===== src/rtl/uart_loader_pkg.sv =====
// Shared types and constants for the UART program loader.
package uart_loader_pkg;

    typedef enum logic [2:0] {
        IDLE,
        LEN,
        DATA,
        CKSUM,
        ACK_WAIT,
        ACK_SEND,
        DONE,
        ERR
    } state_t;

    localparam logic [7:0] ACK_OK         = 8'hAA;
    localparam logic [7:0] ACK_NG         = 8'hEE;
    localparam int         BYTES_PER_WORD = 4;

endpackage


===== src/rtl/byte_packer.sv =====
// Little-endian shift-in assembler: four accepted bytes form one 32-bit word,
// flagged combinationally on the cycle the fourth byte arrives.
import uart_loader_pkg::*;

module byte_packer (
    input  logic        clk,
    input  logic        rstn,
    input  logic        clear,
    input  logic        in_valid,
    input  logic [7:0]  in_byte,
    output logic [31:0] word,
    output logic        word_valid
);
    localparam logic [1:0] LAST = 2'(BYTES_PER_WORD - 1);

    logic [1:0]  cnt;
    logic [23:0] sh;

    always_ff @(posedge clk or negedge rstn) begin
        if (!rstn) begin
            cnt <= 2'd0;
            sh  <= 24'd0;
        end else if (clear) begin
            cnt <= 2'd0;
            sh  <= 24'd0;
        end else if (in_valid) begin
            cnt <= cnt + 2'd1;
            sh  <= {in_byte, sh[23:8]};
        end
    end

    // Oldest byte ends up in bits 7:0 once three bytes have been shifted in.
    assign word       = {in_byte, sh};
    assign word_valid = in_valid && (cnt == LAST);

endmodule


===== src/rtl/uart_rx_loader.sv =====
// Serial program loader: length word, N data words written to memory, status reply.
// Optional trailing checksum byte when UART_RX_LOADER_CKSUM_EN is defined.
import uart_loader_pkg::*;

module uart_rx_loader #(
    parameter int ADDR_W = 14
) (
    input  logic              clk,
    input  logic              rstn,
    input  logic              start,
    input  logic [7:0]        rx_data,
    input  logic              rx_ready,
    input  logic              rx_ferr,
    output logic [7:0]        tx_data,
    output logic              tx_start,
    input  logic              tx_busy,
    output logic              mem_we,
    output logic [ADDR_W-1:0] mem_addr,
    output logic [31:0]       mem_wdata,
    output logic              busy,
    output logic              done,
    output logic              err
);
    localparam logic [32:0] MAX_WORDS = 33'd1 << ADDR_W;
`ifdef UART_RX_LOADER_CKSUM_EN
    localparam state_t POST_DATA = CKSUM;
`else
    localparam state_t POST_DATA = ACK_WAIT;
`endif

    state_t            state, state_n;
    logic [7:0]        reply, reply_n;
    logic [ADDR_W-1:0] wcnt, last_idx;
    logic              seen_busy, err_q;
    logic              pk_clear, pk_valid, set_err, wr_fire, send, len_load;
    logic [31:0]       pk_word;
    logic              pk_word_valid;
`ifdef UART_RX_LOADER_CKSUM_EN
    logic [7:0]        cksum;
`endif

    byte_packer u_packer (
        .clk        (clk),
        .rstn       (rstn),
        .clear      (pk_clear),
        .in_valid   (pk_valid),
        .in_byte    (rx_data),
        .word       (pk_word),
        .word_valid (pk_word_valid)
    );

    always_ff @(posedge clk or negedge rstn) begin
        if (!rstn) state <= IDLE;
        else       state <= state_n;
    end

    always_comb begin
        state_n  = state;
        reply_n  = reply;
        pk_clear = 1'b0;
        pk_valid = 1'b0;
        set_err  = 1'b0;
        wr_fire  = 1'b0;
        send     = 1'b0;
        len_load = 1'b0;
        case (state)
            IDLE, DONE, ERR: begin
                if (start) begin
                    state_n  = LEN;
                    pk_clear = 1'b1;
                end
            end
            LEN: begin
                if (rx_ready && rx_ferr) begin
                    state_n = ACK_WAIT;
                    reply_n = ACK_NG;
                    set_err = 1'b1;
                end else if (rx_ready) begin
                    pk_valid = 1'b1;
                    if (pk_word_valid) begin
                        if (pk_word == 32'd0) begin
                            state_n = POST_DATA;
                            reply_n = ACK_OK;
                        end else if ({1'b0, pk_word} > MAX_WORDS) begin
                            state_n = ACK_WAIT;
                            reply_n = ACK_NG;
                            set_err = 1'b1;
                        end else begin
                            state_n  = DATA;
                            len_load = 1'b1;
                        end
                    end
                end
            end
            DATA: begin
                if (rx_ready && rx_ferr) begin
                    state_n = ACK_WAIT;
                    reply_n = ACK_NG;
                    set_err = 1'b1;
                end else if (rx_ready) begin
                    pk_valid = 1'b1;
                    if (pk_word_valid) begin
                        wr_fire = 1'b1;
                        if (wcnt == last_idx) begin
                            state_n = POST_DATA;
                            reply_n = ACK_OK;
                        end
                    end
                end
            end
`ifdef UART_RX_LOADER_CKSUM_EN
            CKSUM: begin
                if (rx_ready) begin
                    state_n = ACK_WAIT;
                    if (!rx_ferr && rx_data == cksum) begin
                        reply_n = ACK_OK;
                    end else begin
                        reply_n = ACK_NG;
                        set_err = 1'b1;
                    end
                end
            end
`endif
            ACK_WAIT: begin
                if (!tx_busy) begin
                    send    = 1'b1;
                    state_n = ACK_SEND;
                end
            end
            ACK_SEND: begin
                // Finished only after the transmitter has visibly taken the byte.
                if (seen_busy && !tx_busy) state_n = (reply == ACK_OK) ? DONE : ERR;
            end
            default: state_n = IDLE;
        endcase
    end

    always_ff @(posedge clk or negedge rstn) begin
        if (!rstn) begin
            reply     <= 8'd0;
            tx_data   <= 8'd0;
            tx_start  <= 1'b0;
            mem_we    <= 1'b0;
            mem_addr  <= '0;
            mem_wdata <= 32'd0;
            wcnt      <= '0;
            last_idx  <= '0;
            seen_busy <= 1'b0;
            err_q     <= 1'b0;
        end else begin
            reply    <= reply_n;
            tx_start <= send;
            mem_we   <= wr_fire;
            if (send) tx_data <= reply;
            if (wr_fire) begin
                mem_addr  <= wcnt;
                mem_wdata <= pk_word;
                wcnt      <= wcnt + 1'b1;
            end
            if (len_load) last_idx <= ADDR_W'(pk_word - 32'd1);
            if (send)                               seen_busy <= 1'b0;
            else if (state == ACK_SEND && tx_busy)  seen_busy <= 1'b1;
            if (pk_clear) begin
                wcnt     <= '0;
                last_idx <= '0;
                err_q    <= 1'b0;
            end else if (set_err) begin
                err_q <= 1'b1;
            end
        end
    end

`ifdef UART_RX_LOADER_CKSUM_EN
    always_ff @(posedge clk or negedge rstn) begin
        if (!rstn)                        cksum <= 8'd0;
        else if (pk_clear)                cksum <= 8'd0;
        else if (pk_valid && state == DATA) cksum <= cksum + rx_data;
    end
`endif

    assign busy = (state == LEN) || (state == DATA) || (state == CKSUM) ||
                  (state == ACK_WAIT) || (state == ACK_SEND);
    assign done = (state == DONE);
    assign err  = err_q;

endmodule


===== config.mk =====
export PLATFORM = sky130hd
export DESIGN_NAME = uart_rx_loader
export DESIGN_NICKNAME = d
export VERILOG_FILES = /design/src/rtl/uart_loader_pkg.sv /design/src/rtl/byte_packer.sv /design/src/rtl/uart_rx_loader.sv
export SDC_FILE = /design/constraint.sdc
export NUM_CORES = 1
export LEC_CHECK = 0
export CAP_MARGIN = 0
export CORE_ASPECT_RATIO = 1.1
export CORE_MARGIN = 8
export CORE_UTILIZATION = 50
export CTS_CLUSTER_SIZE = 12
export DETAILED_ROUTE_END_ITERATION = 8
export DONT_BUFFER_PORTS = 1
export PLACE_DENSITY_LB_ADDON = 0.05
export SETUP_SLACK_MARGIN = 0.5
export SLEW_MARGIN = 15
export SYNTH_ARGS = -nofsm -noshare
export SYNTH_HDL_FRONTEND = slang
export SYNTH_SLANG_ARGS = --single-unit

===== constraint.sdc =====
create_clock -name clk -period 3.3 [get_ports clk]
set_clock_uncertainty 0.1 [all_clocks]
set_input_delay 0.66 -clock clk [delete_from_list [all_inputs] [get_ports clk]]
set_output_delay 0.66 -clock clk [all_outputs]
set_load 0.03 [all_outputs]

==> results.py, run 1 <==
metrics = {
    "placed_design": {
        "place_hpwl_um": 7940,
        "gp_congestion": 0.882,
        "port_buffers": 0,
    },
    "global_route": {
        "met1_usage_pct": 21.6,
        "grt_pass1_wl_um": 18600,
        "grt_pass1_vias": 3430,
        "grtUsageTotal_pct": 17.1,
        "grt_busiest_layer": "met2",
        "use_met2_pct": 27.4,
        "met3_usage_pct": 4.20,
        "grt_max_degree": 112,
        "grt-ovfl-total": 0,
        "antenna_found_initial": 0,
    },
    "synthesis": {
        "synth_top_area_share_pct": 53.1,
        "synth_area_leaders": "dfrtp_1 (53%), mux2_2 (11%), xnor2_1 (5.9%)",
        "synthFlopType": "dfrtp_1",
        "postSynthCellCount": 470,
        "netlist_area_um2": 5240,
        "yosys_warnings": 0,
        "avgSynthCellArea_um2": 11.1,
        "ys_async_sr_fraction_pct": 100,
        "yosysMostFrequentCell": "dfrtp_1",
        "synth-seq-cells": 111,
        "ys_types": 50,
        "synth_commonest_cells": "dfrtp_1 (111), nand2_1 (65), mux2_2 (50), xnor2_1 (35), nor2_1 (26)",
        "yosys.area.top_type": "dfrtp_1",
        "synth_edf_count": 0,
        "ys_seq_area_share_pct": 53.1,
    },
    "power": {
        "power_mw": 4.00,
        "p_leak_nw": 2.55,
        "ir_worst_vdd_mv": 0.343,
        "power.density_nw_per_um2": 708,
    },
    "sta": {
        "fmaxAchievable_ghz": 0.394,
        "setup_tns_ns": 0,
        "fin_hold_ws_ns": -0.0921,
        "hold_viol": 111,
        "period_share_pct": 76.9,
        "finalSetupViolCount": 0,
        "period_needed_ns": 2.54,
        "slew_headroom_pct": 29.0,
        "final-max-slew-violation-count": 0,
        "worstMarginPinSlew_ns": 1.07,
        "rsz0062_at_grt": "false",
    },
    "detailed_routing": {
        "remaining_drc_errors": 0,
        "drt_pass1_iterations": 4,
        "routed_wl_um": 11400,
        "ant_nets": 0,
        "vias": 3358,
        "drt-initial-drc-count": 189,
        "routedWlPerCell_um": 18.8,
        "via_per_inst": 5.55,
    },
    "worst_setup_path": {
        "reg2regPathDepth": 5,
        "cp_slowest_cell": "or4_1",
        "r2r-start": "state[1]",
        "r2r_setup_slack_ns": 0.76,
        "path_max_fanout": 16,
        "cp_data_required_time_ns": 3.42,
        "critPathArrivalTime_ns": 2.66,
        "cpPeakStageDelay_ns": 0.65,
        "startpoint_type": "register",
        "crit_family": "simple AND/OR/NAND/NOR gates",
        "critPathLaunch": "state[1]",
        "path_buf_inv": 0,
        "end_kind": "register",
        "critical_path_class": "reg -> reg",
        "reg2reg_to": "wcnt[7]",
        "worstPathCellList": "or3b_1 -> or4_1 -> nor4b_4 -> xnor2_1 -> nor2_2",
    },
    "cts": {
        "postCtsSetupBuffers": 0,
        "htreeDepth": 3,
        "cts_made_buffers": 9,
        "clkTransAtPathRegs_ns": 0.07,
        "cts_root_buf": "clkbuf_16",
        "post_cts.resized_instances": 0,
        "cts_tree": "built",
        "clock_path_buffers": 2,
        "cts.sinks": 111,
        "clock_latency_ns": 0.35,
    },
    "layout": {
        "area_growth_pct": 7.89,
        "drive_gt1_share_pct": 17.3,
        "antenna_cells": 0,
        "nets": 475,
    },
    "floorplan": {
        "die_x_um": 114,
        "rows": 39,
        "ios": 73,
        "die_height_um": 123,
        "coreArea_um2": 10300,
        "dieArea_um2": 14000,
        "start_util_pct": 50.8,
    },
    "run": {
        "drv_cap": 0,
    },
    "min_path": {
        "hold_class": "in -> async",
    },
    "outcome": {
        "outcome": "finished, violations left",
        "violations": "negative hold slack",
    },
}
-- cells by family (layout without fill, tap and decap cells) --
logic type | Yosys count | after routing | synth area share, %
mux | 66 | 66 | 13.8
compound gates | 53 | 53 | 6.74
buf+inv | 45 | 36 | 4.23
fa+ha+maj | 4 | 4 | 0.956
flops | 111 | 111 | 53.1
simple gates | 151 | 151 | 14.6
other cells | 1 | 2 | 0.0716
xor+xnor | 39 | 39 | 6.52
-- flip-flops by register name, summed over array words and instances, names as in the netlist, 2 cells and up --
name and cells:
last_idx 14, mem_addr 14, mem_wdata 32, reply 2, state 3, tx_data 2
u_packer.cnt 2, u_packer.sh 24, wcnt 14
-- cells in the final DEF, fill, tap and decap left out, types with 7 or more instances in the layout --
| cell type | count |
|---|---|
| mux2_2 | 50 |
| a22o_1 | 8 |
| inv_1 | 12 |
| nor3_1 | 9 |
| dfrtp_1 | 111 |
| xnor2_1 | 35 |
| buf_4 | 7 |
| nor2_1 | 25 |
| mux2i_1 | 16 |
| clkbuf_16 | 9 |
| a21oi_1 | 25 |
| nand4_1 | 9 |
| nand2_1 | 65 |
| nor4_1 | 11 |
-- where the power goes --
part           total [mW]  switching [mW]  internal (mW)  leakage (nW)
combinational        1.06           0.616          0.446         0.888
clock                1.15           0.484          0.666         0.142
sequential           1.79           0.275           1.51          1.52
-- worst max path at each step --
stage                     cells past startpoint       to  slack, ns
after global routing                          5  wcnt[7]       0.64
after detailed placement                      5  wcnt[7]       0.78
final                                         5  wcnt[7]       0.76
after global placement                        5  wcnt[7]       0.80
after CTS                                     5  wcnt[7]       0.76
after floorplan                               7  wcnt[7]       0.98
-- metal layers --
metal  share of wire [%]  up-vias
met5                   0        -
met4                 1.9        0
met3                 5.2       13
met2                  49       61
met1                  44     1695
li1                    -     1589
-- per-stage QoR --
step	setup slack [ns]	cell area [um2]	utilization, %	cells
2_1_floorplan	0.985	5240	-	471
3_3_place_gp	0.802	5330	51.8	589
3_5_place_dp	0.780	5330	51.8	589
4_1_cts	0.758	5650	54.9	605
5_1_grt	0.643	5650	54.9	605
6_report	0.763	5650	54.9	605
-- cell type report --
type | count | area (um2)
clock buffer | 11 | 233
timing repair buffer | 8 | 72.6
tap | 143 | 179
clock inverter | 5 | 82.6
inverter | 12 | 45.0
sequential | 111 | 2780
multi-input combinational | 315 | 2260
fill | 894 | 4650
(Power assumes the default switching activity.)
==> run 2: changes to the inputs <==
==> constraint.sdc (replaced) <==
create_clock -name clk -period 2.4 [get_ports clk]
set_clock_uncertainty 0.1 [all_clocks]
set_input_delay 0.48 -clock clk [delete_from_list [all_inputs] [get_ports clk]]
set_output_delay 0.48 -clock clk [all_outputs]
set_load 0.03 [all_outputs]
==> run 2 against run 1 <==
  * The flow still finishes with violations (negative hold slack)
  * Sequential cell count did not move
  * Maximum frequency grew 19%
  * Critical path type unchanged
  * Routed wire length up 17%
  * First-iteration DRC count is 9.0% higher
  * Largest cell class unchanged
  * Combinational power up 93%
==> results.py, run 2 (synthesized netlist as in run 1, its figures left out) <==
metrics = {
    "outcome": {
        "outcome": "finished, violations left",
        "violations": "negative hold slack",
    },
    "sta": {
        "final-max-slew-violation-count": 0,
        "worstMarginPinSlew_ns": 0.575,
        "hold_viol": 111,
        "setup_tns_ns": 0,
        "fin_hold_ws_ns": -0.276,
        "period_needed_ns": 2.13,
        "rsz0062_at_grt": "true",
        "period_share_pct": 88.8,
        "finalSetupViolCount": 0,
        "slew_headroom_pct": 61.7,
        "setup_slack_ns": 0.268,
        "fmaxAchievable_ghz": 0.469,
    },
    "cts": {
        "cts.sinks": 111,
        "cts_tree": "built",
        "clock_latency_ns": 0.35,
        "cts_made_buffers": 9,
        "htreeDepth": 3,
        "clkTransAtPathRegs_ns": 0.07,
        "cts_root_buf": "clkbuf_16",
        "clock_path_buffers": 2,
    },
    "power": {
        "ir_worst_vdd_mv": 0.645,
        "power_mw": 6.10,
        "p_leak_nw": 3.05,
        "power.density_nw_per_um2": 920,
    },
    "layout": {
        "mostFrequentLayoutCell": "dfrtp_1",
        "area_growth_pct": 26.6,
        "layout_common_cells": "dfrtp_1 (106), nand2_1 (64), mux2_4 (47), xnor2_1 (32), buf_4 (27)",
        "nFillCells": 819,
        "largest_reg_flops": 32,
        "nets": 519,
        "antenna_cells": 0,
        "utilization_pct": 64.4,
        "final-seq-area_um2": 2780,
        "multi_input_area_um2": 2670,
        "reg_top3": "mem_wdata (32), u_packer.sh (24)",
        "drive_gt1_share_pct": 31.6,
        "regMostFlops": "mem_wdata",
    },
    "floorplan": {
        "rows": 39,
        "coreArea_um2": 10300,
        "die_height_um": 123,
        "dieArea_um2": 14000,
        "start_util_pct": 50.8,
        "die_x_um": 114,
        "ios": 73,
    },
    "global_route": {
        "grt_max_degree": 112,
        "grtUsageTotal_pct": 18.8,
        "grt_pass1_vias": 3628,
        "antenna_found_initial": 0,
        "grt-ovfl-total": 0,
        "grt_pass1_wl_um": 20300,
    },
    "placed_design": {
        "place_hpwl_um": 8100,
        "gp_congestion": 0.854,
        "port_buffers": 0,
        "pre_cts_slack_ns": 0.180,
    },
    "detailed_routing": {
        "ant_nets": 0,
        "via_per_inst": 5.64,
        "vias": 3660,
        "routedWlPerCell_um": 20.5,
        "remaining_drc_errors": 0,
        "drt-initial-drc-count": 206,
        "drt_pass1_iterations": 4,
        "routed_wl_um": 13300,
    },
    "worst_setup_path": {
        "crit_family": "simple AND/OR/NAND/NOR gates",
        "cp_slowest_cell": "or4_4",
        "path_buf_inv": 0,
        "critical_path_class": "reg -> reg",
        "end_kind": "register",
        "critPathLaunch": "state[0]",
        "critPathArrivalTime_ns": 2.26,
        "cp_data_required_time_ns": 2.52,
        "r2r-start": "state[0]",
        "cpPeakStageDelay_ns": 0.57,
        "startpoint_type": "register",
        "path_max_fanout": 5,
        "worstPathCellList": "or3b_4 -> or4_4 -> nor4b_4 -> xnor2_1 -> nor2_2",
    },
    "min_path": {
        "hold_class": "in -> async",
    },
    "run": {
        "drv_cap": 0,
    },
}
[run 2: cell count changes in the layout (fill, tap and decap cells not counted), moves of 6 or more]
cell    before  now
nor3_4       0    6
mux2_2      50    3
mux2_4       0   47
nor3_1       9    2
buf_6        0   10
buf_4        7   27
[run 2: report_power, final]
group          switching [mW]  internal, mW  leakage [nW]  total, mW
sequential              0.324          2.08          1.51       2.41
combinational            1.08         0.974          1.38       2.05
clock                   0.709         0.931         0.161       1.64
[run 2: routing by layer]
metal / track usage (%) / vias to the layer above / wire, um
li1: - / 1680 / -
met1: 22.8 / 1836 / 5560
met2: 31.3 / 116 / 6560
met3: 5.23 / 28 / 837
met4: 7.67 / 0 / 354
met5: 0 / - / 0
[run 2: area by class of cell]
cell class	instances	area share [%]
flip-flops and latches	111	42.0
multi-input cells	316	40.2
repair buffers	51	9.44
clock buffers	9	3.40
well taps	143	2.70
clock inverters	7	1.57
inverters	12	0.680
[run 2: metrics by stage]
stage / area (um2) / instances
after floorplan: 5300 / 471
after global placement: 5440 / 597
after detailed placement: 5440 / 597
after CTS: 6210 / 637
after global routing: 6630 / 649
final: 6630 / 649
[run 2: final timing paths]
path	to	slack, ns	cells after the start
max	wcnt[7]	0.27	5
min reg2reg	reply[5]	0.39	1
max reg2reg	wcnt[7]	0.27	5
min in group clk	u_packer.sh[18]	0.15	2
min	mem_addr[5]	-0.28	0
max in group asynchronous	mem_wdata[11]	2.28	0
[run 2: repair_timing]
item,CTS,global route
pin swaps,10,21
endpoints found under the hold margin,111,111
gates cloned,5,3
resized for setup,49,65
endpoints found under the setup margin,62,89
setup buffers,19,9
==> run 3: changes to the inputs <==
--- a/config.mk
+++ b/config.mk
@@ -5,7 +5,7 @@
 export SDC_FILE = /design/constraint.sdc
 export NUM_CORES = 1
 export LEC_CHECK = 0
-export CAP_MARGIN = 0
+export CAP_MARGIN = 20
 export CORE_ASPECT_RATIO = 1.1
 export CORE_MARGIN = 8
 export CORE_UTILIZATION = 50
==> results of run 3 <==
The final DEF is identical to that of run 2; final timing and power are the same.
